`config.mk`:
```
export PLATFORM = sky130hd
export DESIGN_NAME = multi_clk_div
export DESIGN_NICKNAME = d
export VERILOG_FILES = /design/src/rtl/multi_clk_div.sv
export SDC_FILE = /design/constraint.sdc
export NUM_CORES = 1
export LEC_CHECK = 0
export CAP_MARGIN = 20
export CORE_ASPECT_RATIO = 0.75
export CORE_MARGIN = 5
export CORE_UTILIZATION = 50
export DETAILED_ROUTE_END_ITERATION = 6
export PLACE_DENSITY_LB_ADDON = 0.05
export SLEW_MARGIN = 20
export SYNTH_ARGS = -nofsm -noshare
export SYNTH_HDL_FRONTEND = slang
export SYNTH_SLANG_ARGS = --single-unit
```
`constraint.sdc`:
```
create_clock -name clk -period 16.9 [get_ports clk]
set_input_delay 2.535 -clock clk [delete_from_list [all_inputs] [get_ports clk]]
set_output_delay 2.535 -clock clk [all_outputs]
set_load 0.05 [all_outputs]
```
`src/rtl/multi_clk_div.sv`:
```
// Purpose : CHANNELS independent toggling dividers from one clock, each with a
//           runtime-loadable period, enable, free-run/one-shot mode and global restart.
// Latency : tick/div_clk/done registered, one cycle after the wrap condition; loads
//           apply on the cycle after accept (channel idle) or at the next wrap (running).
// Backpressure: load_ready low while the addressed channel still holds an unapplied period;
//           out-of-range channel numbers are always ready and silently discarded.
//
// Ports:
//   clk, rst                 clock, asynchronous active-high reset
//   en, oneshot              per-channel run enable and mode (1 = one-shot)
//   restart                  synchronous pulse: zero all counters/outputs, keep periods
//   load_valid/ready/ch/period  period load handshake
//   tick                     one-cycle pulse per wrap
//   div_clk                  toggles on every wrap
//   done                     one-shot completed flag
module multi_clk_div #(
    parameter int               CHANNELS       = 4,
    parameter int               CNT_W          = 32,
    parameter logic [CNT_W-1:0] DEFAULT_PERIOD = CNT_W'(25_000_000),
    parameter int               CH_W           = 2
) (
    input  logic                clk,
    input  logic                rst,
    input  logic [CHANNELS-1:0] en,
    input  logic [CHANNELS-1:0] oneshot,
    input  logic                restart,
    input  logic                load_valid,
    input  logic [CH_W-1:0]     load_ch,
    input  logic [CNT_W-1:0]    load_period,
    output logic                load_ready,
    output logic [CHANNELS-1:0] tick,
    output logic [CHANNELS-1:0] div_clk,
    output logic [CHANNELS-1:0] done
);

    localparam logic [31:0] NUM_CH = 32'(CHANNELS);

    // Per-channel state
    logic [CNT_W-1:0]    cnt    [CHANNELS];
    logic [CNT_W-1:0]    period [CHANNELS];
    logic [CNT_W-1:0]    shadow [CHANNELS];
    logic [CHANNELS-1:0] pend;

    // Combinational decode
    logic [31:0]         load_ch_ext;
    logic                load_in_range;
    logic [CHANNELS-1:0] run;
    logic [CHANNELS-1:0] at_term;
    logic [CHANNELS-1:0] wrap;
    logic [CHANNELS-1:0] apply;
    logic [CHANNELS-1:0] sel;
    logic [CHANNELS-1:0] accept;

    assign load_ch_ext   = 32'(load_ch);
    assign load_in_range = (load_ch_ext < NUM_CH);

    always_comb begin
        run        = en & ~done;
        at_term    = '0;
        wrap       = '0;
        apply      = '0;
        sel        = '0;
        for (int i = 0; i < CHANNELS; i++) begin
            at_term[i] = (cnt[i] == period[i]);
            wrap[i]    = run[i] && at_term[i];
            // A pending period is only swapped in when the counter is about to be
            // zeroed (idle channel or wrap), so the counter can never sit above a
            // freshly loaded smaller period. restart leaves pend alone entirely.
            apply[i]   = pend[i] && !restart && (!run[i] || at_term[i]);
            sel[i]     = load_in_range && (load_ch_ext == 32'(i));
        end
        // Out-of-range channel: sel is all zero, so ready is high and nothing latches.
        load_ready = ~|(sel & pend);
        accept     = sel & {CHANNELS{load_valid && load_ready}};
    end

    always_ff @(posedge clk or posedge rst) begin
        if (rst) begin
            for (int i = 0; i < CHANNELS; i++) begin
                cnt[i]    <= '0;
                period[i] <= DEFAULT_PERIOD;
                shadow[i] <= '0;
            end
            pend    <= '0;
            tick    <= '0;
            div_clk <= '0;
            done    <= '0;
        end else begin
            for (int i = 0; i < CHANNELS; i++) begin
                // accept needs pend=0 and apply needs pend=1, so these never collide;
                // a load accepted on a wrap cycle therefore waits for the next wrap.
                if (accept[i]) begin
                    shadow[i] <= load_period;
                    pend[i]   <= 1'b1;
                end else if (apply[i]) begin
                    period[i] <= shadow[i];
                    pend[i]   <= 1'b0;
                end

                if (restart) begin
                    cnt[i]     <= '0;
                    tick[i]    <= 1'b0;
                    div_clk[i] <= 1'b0;
                    done[i]    <= 1'b0;
                end else if (!en[i]) begin
                    // done can only be set while en is high, so clearing it whenever
                    // en is low is exactly a clear on the falling edge of en.
                    cnt[i]  <= '0;
                    tick[i] <= 1'b0;
                    done[i] <= 1'b0;
                end else if (done[i]) begin
                    // Finished one-shot: parked at zero until en drops or restart.
                    cnt[i]  <= '0;
                    tick[i] <= 1'b0;
                end else if (wrap[i]) begin
                    cnt[i]     <= '0;
                    tick[i]    <= 1'b1;
                    div_clk[i] <= ~div_clk[i];
                    if (oneshot[i]) begin
                        done[i] <= 1'b1;
                    end
                end else begin
                    cnt[i]  <= cnt[i] + CNT_W'(1);
                    tick[i] <= 1'b0;
                end
            end
        end
    end

endmodule

```
## Yosys cells after proc, flatten, opt, wreduce, memory -nomap -nowiden

Cells that the tools add are included.

| operators by class | value |
|---|---|
| $add $sub $neg | 4 |
| magnitude comparators | 1 |
| eq/ne operators | 11 |
| muxes and demuxes | 76 |
| bitwise gates (word level) | 12 |
| reductions and logical operators | 49 |

Operator list:

| cell | number |
|---|---|
| 32-bit 2-to-1 mux | 16 |
| 32-bit by 1-bit adder with 32-bit output, second input constant | 4 |
| 32-bit == test | 4 |
| 1-bit 2-to-1 mux | 60 |
| 32-bit logical NOT | 1 |
| 2-bit nonzero test | 12 |
| 1-bit logical AND | 17 |
| 4-bit bitwise AND | 3 |
| 3-bit AND reduction | 4 |
| 2-bit != test, second input constant | 4 |
| 1-bit inverter | 8 |
| 2-bit AND reduction | 4 |
| 1-bit logical NOT | 6 |
| 2-bit == test, second input constant | 2 |
| 1-bit logical OR | 4 |
| 4-bit inverter | 1 |
| 4-bit OR reduction | 1 |
| 2-bit by 3-bit < comparator with 1-bit output, second input constant | 1 |
| 2-bit by 1-bit == test with 1-bit output, second input constant | 1 |

| storage, ports and cells | value |
|---|---|
| flip-flop bits (word level) | 400 |
| input bits | 46 |
| output and inout port bits | 13 |
| logic and storage cells | 175 |

## Depth between registers and ports, before layout

Gate-level depths: netlist of run 1.

| logic depth | value |
|---|---|
| word-level depth | 9 |
| mapped depth | 8 |
| gate-level depth less buffers | 6 |

## Worst setup path after synthesis of run 1

No wires, ideal clock.

| timing | value |
|---|---|
| path kind | input to output |
| start point | input port load_ch[0] |
| end point | output port load_ready |
| arrival time | 3565 ps |
| required time | 14365 ps |
| setup slack | 10800 ps |
| cell stages on the path | 3 |
| path buffers | 1 |
| cell sequence | clkbuf_1 > mux4_2 > inv_1 |

| on the way | value |
|---|---|
| cells in the longest elaborated chain, start to end | 5 |
| elaborated cells between the ends (all ways) | 12 |
| classes of those cells | order compare: 1; eq/ne: 3; bitwise: 1; reduce/logical: 7 |

Ends and longest elaborated chain:

| element | line | RTL |
|---|---|---|
| start, declared | 28 | `input logic [CH_W-1:0] load_ch,` |
| 2-bit by 3-bit < comparator with 1-bit output, or another cell as far along | 55 | `assign load_in_range = (load_ch_ext < NUM_CH);` |
| 1-bit logical AND | 70 | `sel[i] = load_in_range && (load_ch_ext == 32'(i));` |
| 4-bit bitwise AND (*) | 73 | `load_ready = ~\|(sel & pend);` |
| 4-bit OR reduction (*) | 73 |  |
| 1-bit logical NOT (*) | 73 |  |
| end, declared | 30 | `output logic load_ready,` |

Mark *: on every way between the ends. The rest lies on a longest branch, timed or not.

## Final worst setup path of run 1

Same ends and word-level chain as after synthesis.

==> impl_results.md, run 1 <==
- Slew HR: between 20% and 30%
- Combinational family with the most area after synthesis: simple AND/OR/NAND/NOR gates
- Mux contribution to synthesized area: 7.00%
- Final-report max-slew violation count: 0
- Core area: 41,100 sq um
- RSZ-0062 raised after global routing: false
- FMAX: between 0.1 and 0.15 GHz
- Clk_lat worst skew: 0.56 ns
- Root buf cell: clkbuf_16
- Post-Synth XOR/XNOR Area: 10.3%
- CP Capture Point: load_ready
- Placed cells: approximately 2.5k
- Cell area after synthesis: roughly 21,000 sq um
- Post-DRT Antenna Nets: 1
- Cell Area, Placed: roughly 22,000 sq um
- First-pass DRT Iterations: 5
- Die ar.: about 46,000 sq um
- Initial antenna violation count: 6
- Post-route minimum period: between 7 and 8 ns
- Reg2reg setup slack: about 14 ns
- Setup ws final: about 9.8 ns
- R2R Path End: div_clk[2]
- Chip height: approximately 190 microns
- Fraction of final layout cells sized beyond drive strength 1: 13.9%
- Post-synth EDFFs: 0
- Final setup viols: 0
- Initial DRC Count: approximately 1.5k
- CP required: between 10 and 15 ns
- Filler Cells Inserted: 3,523
- Drt drc: 0
- Crit path max fanout: 5
- CTS Buf Count: 42
- Row cnt: 64
- R2R cell count: 6
- Mapped Avg Cell Area: ~10 sq um
- IO Pins: 59
- Post-synthesis compound-gate area fraction: approximately 15%
- Via count: between 15k and 20k
- Commonest cells after routing, fill and taps aside: dfrtp_1 (350), xor2_1 (202), o211ai_1 (194)
- Startpoint types: input pin
- Clock buffer depth: 3
- Number of global-route vias before repair: roughly 16k
- Fin Hold WS: about 0.51 ns
- Multi-input logic area: ~10,000 sq um
- First-pass GRT wire length: 93,400 microns
- Yosys reg bits: 400
- Synth Flop Type: dfrtp_1
- Final WL: roughly 60,000 microns
- I/O Buffers: 58
- Nets: 2,013
- Initial Util: ~51%
- Worst Clk Skew: approximately 0.021 ns
- Detailed placer's ending HPWL: approximately 36,000 microns
- Synth async-reset ratio: 100%
- Fin area: around 23,000 sq um
- CTS tree: built
- Final period utilization: approximately two fifths
- Status: complete, but fails checks
- Lkg Pwr: slightly below 9 nW
- Final RePlAce weighted congestion: 0.805
- RR Startpoint: cnt[49]
- Syn. warnings: 0
- CTS Sinks: 400
- Origin of the worst setup path: load_ch[0]
- Adder-Cell Fraction of Synth Area: less than 1%
- Htree depth: 2
- Data arrival, critical path: ~4.6 ns
- GRT Util Overall: 25.0%
- Hold WC Path Type: reg -> reg
- Commonest non-fill, non-tap cell in the layout: dfrtp_1
- Violations in the final reports: antenna violations
- CP endpoint kind: output port
- Pre-CTS WS: 9.79 ns
- GRT overflow: 0
- Sequential fraction of the synthesis area: between 40% and 50%
- Vias per cell: roughly 6.3
- Syn_nets: 2,050
- TNS Setup: 0 ns
- Overall power: ~3.1 mW
- Synth Instances: 2,000
- Postcts setup bufs: 0
- Area delta synth->final: 11.3%
- DIE WIDTH: roughly 250 microns
- Register area: 10,100 sq um
- Fin util: approximately 57%
- Non-filler cells, final: 2,561
- Maximum vdd ir drop: 0.0737 mV
- Post-DR wirelength/cell: between 20 and 25 microns
- Largest net degree at the start of global routing: 176
- Clk slew on worst S/H paths: approximately 0.060 ns
- Simple-gate share of the synthesized area: between 10% and 20%
- Cell variety after synth: between 40 and 50
- PwrDens: ~130 nW/um^2
- Slew of the pin with the lowest slew margin: about 1.1 ns
- # resized after CTS: 0
- Setup CP Type: in -> out
- # hold bufs at CTS: 0
- Max_cap viols: 0
- Fin. Hold Viols: 0
[synth_stat cells, types with 2 or more instances]
cell type	instances	share of area [%]
a31oi_1	4	0.12
a21boi_0	64	2.3
o31ai_1	4	0.14
nand4_1	111	3.3
buf_1	2	0.036
nand3_1	174	4.2
mux2_2	99	5.3
inv_1	14	0.25
dfstp_2	48	6.0
or3_1	2	0.060
nand4_2	4	0.24
and2_1	3	0.090
a41oi_1	64	2.7
nor3_1	15	0.36
buf_2	30	0.72
and3_1	18	0.54
o211ai_1	194	7.0
clkbuf_1	147	2.6
ha_1	4	0.24
mux2_1	29	1.6
nand2b_1	4	0.12
a21oi_1	10	0.24
nor4_2	4	0.24
a22oi_1	64	2.3
nand2_1	43	0.77
and4_1	22	0.92
o21ai_1	4	0.096
xnor2_1	43	1.8
o21ai_0	4	0.096
nor3_2	2	0.096
nor3b_1	4	0.14
or4_1	4	0.14
nor2b_1	6	0.18
nor4_1	42	1.3
xor2_1	202	8.5
nor2_1	150	2.7
dfrtp_1	352	42
[cell type report]
| class | instances | share of cell area [%] |
|---|---|---|
| flip-flops and latches | 400 | 43.3 |
| clock inverters | 9 | 0.436 |
| diodes | 5 | 0.0538 |
| multi-input cells | 1406 | 43.6 |
| clock buffers | 67 | 5.37 |
| well taps | 561 | 3.02 |
| inverters | 15 | 0.285 |
| repair buffers | 98 | 3.93 |
[where the power goes]
group	internal [mW]	switching, mW
Clock	0.537	0.392
Combinational	0.345	0.329
Sequential	1.25	0.266
Total	2.14	0.987
[metal layers]
metal	routed length, microns	vias to the layer above	GRT usage (%)
li1	-	7421	-
met4	1220	0	6.09
met3	3280	85	4.53
met1	27400	8283	37.5
met2	26400	446	37.9
met5	0	-	0
[sequential cells by signal, indices dropped and copies added (netlist names)]
signal and cells:
cnt 128, done 4, shadow 128, tick 4
pend 4, div_clk 4, period 128
[cells by family (layout without fill, tap and decap cells)]
family,count (synthesis),after routing
simple gates,615,615
compound gates,413,413
flops,400,400
xor+xnor,245,245
buf+inv,194,189
mux,129,129
fa+ha+maj,4,4
other cells,0,5
[critical path: stages]
cell	delay, ns
clkdlybuf4s50_1	0.62
mux4_2	0.53
inv_1	0.06
clkdlybuf4s50_1	0.81
[how the worst min path moves through the flow]
stage,slack [ns],to,depth (start not counted),startpoint
finish,0.51,shadow[118],1,shadow[118]
global route,0.53,shadow[118],1,shadow[118]
CTS,0.52,cnt[64],1,cnt[64]
detailed placement,0.50,shadow[111],1,shadow[111]
global placement,0.50,cnt[64],1,cnt[64]
floorplan,0.47,cnt[64],1,cnt[64]
(Power assumes the default switching activity.)
==> run 2, diff against run 1 <==
clock period = 6.4 ns   (was 16.9 ns; I/O delays follow)
==> impl_results.md, run 2 (synthesized netlist as in run 1, its figures left out) <==
- Status: finished clean
- Final setup viols: 0
- Combinational Power Share: about a fifth
- CP most frequent cell: clkdlybuf4s50_1
- Number of global-route vias before repair: 16.2k
- Drt drc: 0
- First-pass DRT Iterations: 5
- Top flop regs: cnt x128, period x128, shadow x128
- Power Internal: around 5.7 mW
- RR Startpoint: cnt[87]
- Fraction of final layout cells sized beyond drive strength 1: between 10% and 20%
- CP max stage cell: clkdlybuf4s50_1
- CP endpoint kind: output port
- Top delay family on crit path: buffers and inverters
- Clock Power Share: between 30% and 40%
- Vias per cell: between 6 and 7
- Flop pwr share: between 40% and 50%
- Clock buffer depth: 3
- Fin. Hold Viols: 0
- Switching pwr: ~2.6 mW
- Hold WC Path Type: reg -> reg
- Largest net degree at the start of global routing: between 150 and 200
- # hold bufs at CTS: 0
- TNS Setup: 0 ns
- Register area: 10,100 sq um
- Post-DRT Antenna Nets: 0
- Root buf cell: clkbuf_16
- CP cell instances: clkdlybuf4s50_1 -> mux4_2 -> inv_1 -> clkdlybuf4s50_1
- Filler Cells Inserted: ~3.5k
- Die ar.: 46,000 sq um
- RSZ-0062 raised after global routing: false
- FMAX: around 0.25 GHz
- Commonest non-fill, non-tap cell in the layout: dfrtp_1
- First-pass GRT wire length: ~93,000 microns
- GRT Util Overall: between 20% and 30%
- Final period utilization: 62.0%
- Postcts setup bufs: 0
- Htree depth: 2
- GRT overflow: 0
- CTS tree: built
- Final RePlAce weighted congestion: 0.830
- Final-report max-slew violation count: 0
- Final WL: just under 60,000 microns
- Slew of the pin with the lowest slew margin: roughly 1.1 ns
- Post-route minimum period: 3.96 ns
- Initial Util: between 50% and 60%
- Switch share: 31.3%
- CTS Sinks: 400
- Clk slew on worst S/H paths: approximately 0.06 ns
- Initial antenna violation count: 7
- Via count: ~16k
- CP required: roughly 5.4 ns
- # resized after CTS: 0
- Row cnt: between 60 and 70
- Worst Clk Skew: 0.0173 ns
- Post-DR wirelength/cell: about 23 microns
- Crit path max fanout: 5
- Nets: approximately 2k
- I/O Buffers: a little under 60
- Non-filler cells, final: ~2.6k
- Data arrival, critical path: ~3.0 ns
- WP buf/inv: 3
- Area delta synth->final: 11.7%
- PwrDens: roughly 360 nW/um^2
- Chip height: 187 microns
- Slew HR: between 20% and 30%
- Clk_lat worst skew: 0.56 ns
- Lkg Pwr: between 8 and 9 nW
- Startpoint types: input pin
- Core area: just over 40,000 sq um
- Hold Crit Start: shadow[100]
- Initial DRC Count: around 1.5k
- Multi-input logic area: around 10,000 sq um
- DIE WIDTH: about 250 microns
- Placed cells: 2,481
- IO Pins: slightly below 60
- Setup CP Type: in -> out
- Max_cap viols: 0
- CTS Buf Count: between 40 and 50
- Origin of the worst setup path: load_ch[0]
- Max incr delay on CP: 0.81 ns
- Commonest cells after routing, fill and taps aside: dfrtp_1 (350), xor2_1 (202), o211ai_1 (194)
- Detailed placer's ending HPWL: between 30,000 and 40,000 microns
- Maximum vdd ir drop: ~0.24 mV
-- run 2: power by group through the flow --
stage / Sequential [mW] / Combinational, mW / Clock [mW]
finish: 4.01 / 1.79 / 2.55
global route: 4.09 / 1.99 / 2.71
CTS: 4.00 / 1.79 / 2.61
detailed placement: 4.04 / 1.78 / 0
global placement: 4.01 / 1.71 / 0
floorplan: 3.77 / 1.45 / 0
-- run 2: path summary, 6_finish.rpt --
check,endpoint,slack [ns],depth (start not counted)
min reg2reg,shadow[100],0.52,1
max in group asynchronous,pend[3],4.34,3
min,shadow[100],0.52,1
max reg2reg,cnt[82],3.10,6
max,load_ready,2.44,4
min in group asynchronous,period[15],0.77,2
-- run 2: layout make-up --
cell class	count	share of cell area, %
diodes	1	0.0107
clock buffers	70	5.78
clock inverters	8	0.386
inverters	15	0.268
multi-input cells	1406	43.5
flip-flops and latches	400	43.1
well taps	561	3.01
repair buffers	99	3.94
-- run 2: layer usage --
layer  up-vias  part of all wire (%)  wire, microns  global-route usage (%)
met3        94                   5.9           3480                    4.69
met5         -                     0              0                       0
met2       512                    46          26900                    38.4
met4         0                   2.6           1520                    6.80
li1       7418                     -              -                       -
met1      8418                    46          27000                    36.9
-- run 2: per-stage QoR --
stage	utilization, %	instance area [sq um]	power (mW)	setup WS, ns	hold slack (ns)
6_report	56.9	23400	8.36	2.44	0.518
5_1_grt	56.9	23400	8.79	2.37	0.542
4_1_cts	56.8	23300	8.41	2.42	0.521
3_5_place_dp	53.3	21900	5.82	2.42	0.505
3_3_place_gp	53.2	21900	5.71	2.46	0.489
2_1_floorplan	-	20900	5.22	0.0934	0.472
-- run 2: worst reg2reg max path, cell delays in order (launching register included) --
cell	delay, ns
dfrtp_1	0.46
xor2_1	0.19
nor4_2	0.59
nand4_4	0.69
o21ai_2	0.83
buf_4	0.35
nor2_1	0.08
==> run 3, diff against run 2 <==
clock period = 3.6 ns   (was 6.4 ns; I/O delays follow)
==> impl_results.md, run 3 (synthesized netlist as in run 1, its figures left out) <==
- Final-report max-slew violation count: 0
- Number of global-route vias before repair: roughly 16k
- Die ar.: roughly 46,000 sq um
- Top flop regs: cnt x128, period x128, shadow x128
- Power Internal: just over 10 mW
- Initial Util: 50.9%
- Combinational Power Share: ~22%
- CP endpoint kind: register
- Fraction of final layout cells sized beyond drive strength 1: around 15%
- Drt drc: 0
- Htree depth: 2
- Commonest cells after routing, fill and taps aside: dfrtp_1 (350), xor2_1 (202), o211ai_1 (194)
- R2R Path End: period[67]
- Largest net degree at the start of global routing: approximately 190
- Status: finished clean
- WP buf/inv: 1
- # resized after CTS: 0
- Final WL: around 59,000 microns
- Register area: slightly above 10,000 sq um
- Maximum vdd ir drop: 0.413 mV
- Filler Cells Inserted: around 3.5k
- CTS Sinks: 400
- Slew of the pin with the lowest slew margin: roughly 1.0 ns
- Clock Power Share: just over 30%
- Flop pwr share: between 40% and 50%
- Initial antenna violation count: 6
- Core area: 41,100 sq um
- Worst Clk Skew: between 0.015 and 0.02 ns
- Post-DRT Antenna Nets: 0
- Fin util: 57.0%
- FMAX: roughly 0.34 GHz
- Startpoint types: register
- First-pass DRT Iterations: 5
- Setup CP Type: reg -> reg
- Final RePlAce weighted congestion: 0.824
- Post-route minimum period: 2.93 ns
- Slew HR: about 34%
- Multi-input logic area: between 10,000 and 15,000 sq um
- Switching pwr: 4.71 mW
- Post-DR wirelength/cell: between 20 and 25 microns
- Switch share: between 30% and 40%
- Via count: roughly 16k
- Area delta synth->final: 12.1%
- Vias per cell: around 6.4
- Lkg Pwr: around 8.8 nW
- Final setup viols: 0
- Clk_lat worst skew: ~0.56 ns
- GRT overflow: 0
- Top delay family on crit path: simple AND/OR/NAND/NOR gates
- Initial DRC Count: 1,485
- Row cnt: 64
- Clock buffer depth: 3
- Reg2reg setup slack: between 0.6 and 0.7 ns
- Detailed placer's ending HPWL: 37,200 microns
- RSZ-0062 raised after global routing: false
- First-pass GRT wire length: 93,700 microns
- Crit path max fanout: 18
- Clk slew on worst S/H paths: about 0.060 ns
- Postcts setup bufs: 0
- I/O Buffers: 58
- Setup ws final: roughly 0.67 ns
- GRT Util Overall: about a quarter
- CP cell instances: xor2_1 -> nor4_1 -> and4_1 -> buf_4 -> nand4_1 -> nand3_1
- CTS Buf Count: 43
- CP required: about 4.1 ns
- PwrDens: ~630 nW/um^2
- Max incr delay on CP: about 0.8 ns
- Final period utilization: 81.5%
- Commonest non-fill, non-tap cell in the layout: dfrtp_1
- R2R cell count: 6
- IO Pins: 59
- Max_cap viols: 0
- Root buf cell: clkbuf_16
- Hold WC Path Type: in -> async
- Fin. Hold Viols: 0
- RR Startpoint: cnt[76]
- Chip height: around 190 microns
- CTS tree: built
- Nets: between 2k and 2.5k
- CP max stage cell: nor4_1
- Data arrival, critical path: 3.42 ns
- Pre-CTS WS: ~0.80 ns
- DIE WIDTH: between 200 and 250 microns
- # hold bufs at CTS: 0
-- run 3: cell count changes in the layout (fill, tap and decap cells not counted), moves of 3 or more --
cell | before | now
buf_12 | 1 | 6
buf_4 | 39 | 44
clkinv_2 | 6 | 10
clkbuf_8 | 13 | 10
-- run 3: how the worst max path moves through the flow --
stage	start	end	slack, ns	depth (start not counted)
6_report	cnt[76]	period[67]	0.67	6
5_1_grt	cnt[96]	cnt[97]	0.65	6
4_1_cts	cnt[76]	period[67]	0.79	6
3_5_place_dp	cnt[76]	period[67]	0.80	6
3_3_place_gp	period[76]	period[89]	0.91	6
2_1_floorplan	rst	cnt[0]	-2.29	1
-- run 3: power groups by stage --
stage	combinational [mW]	sequential, mW	clock [mW]
floorplan	2.58	6.71	0
global placement	3.05	7.17	0
detailed placement	3.17	7.21	0
CTS	3.19	7.14	4.59
global route	3.55	7.29	4.78
finish	3.19	7.16	4.51
-- run 3: per-layer routing --
| metal | wire [microns] | global-route usage, % |
|---|---|---|
| met1 | 27500 | 38.2 |
| met2 | 26800 | 38.1 |
| met3 | 3300 | 3.91 |
| met4 | 1120 | 5.15 |
| met5 | 0 | 0 |
-- run 3: through the flow --
| stage | cell area, sq um | TNS [ns] | hold WS (ns) | cells | total power [mW] |
|---|---|---|---|---|---|
| 4_1_cts | 23400 | 0 | 0.264 | 2567 | 14.9 |
| 3_5_place_dp | 22000 | 0 | 0.506 | 2489 | 10.4 |
| 2_1_floorplan | 20900 | -844.06 | 0.472 | 2000 | 9.29 |
| 6_report | 23400 | 0 | 0.271 | 2569 | 14.9 |
| 5_1_grt | 23400 | 0 | 0.274 | 2568 | 15.6 |
| 3_3_place_gp | 22000 | 0 | 0.501 | 2489 | 10.2 |
-- run 3: layout make-up --
| type | instances | area share [%] |
|---|---|---|
| Clock inverter | 12 | 0.470 |
| Clock buffer | 66 | 5.57 |
| Antenna cell | 1 | 0.0107 |
| Timing Repair Buffer | 108 | 4.38 |
| Sequential cell | 400 | 43.0 |
| Tap cell | 561 | 3.00 |
| Multi-Input combinational cell | 1406 | 43.3 |
| Inverter | 15 | 0.267 |
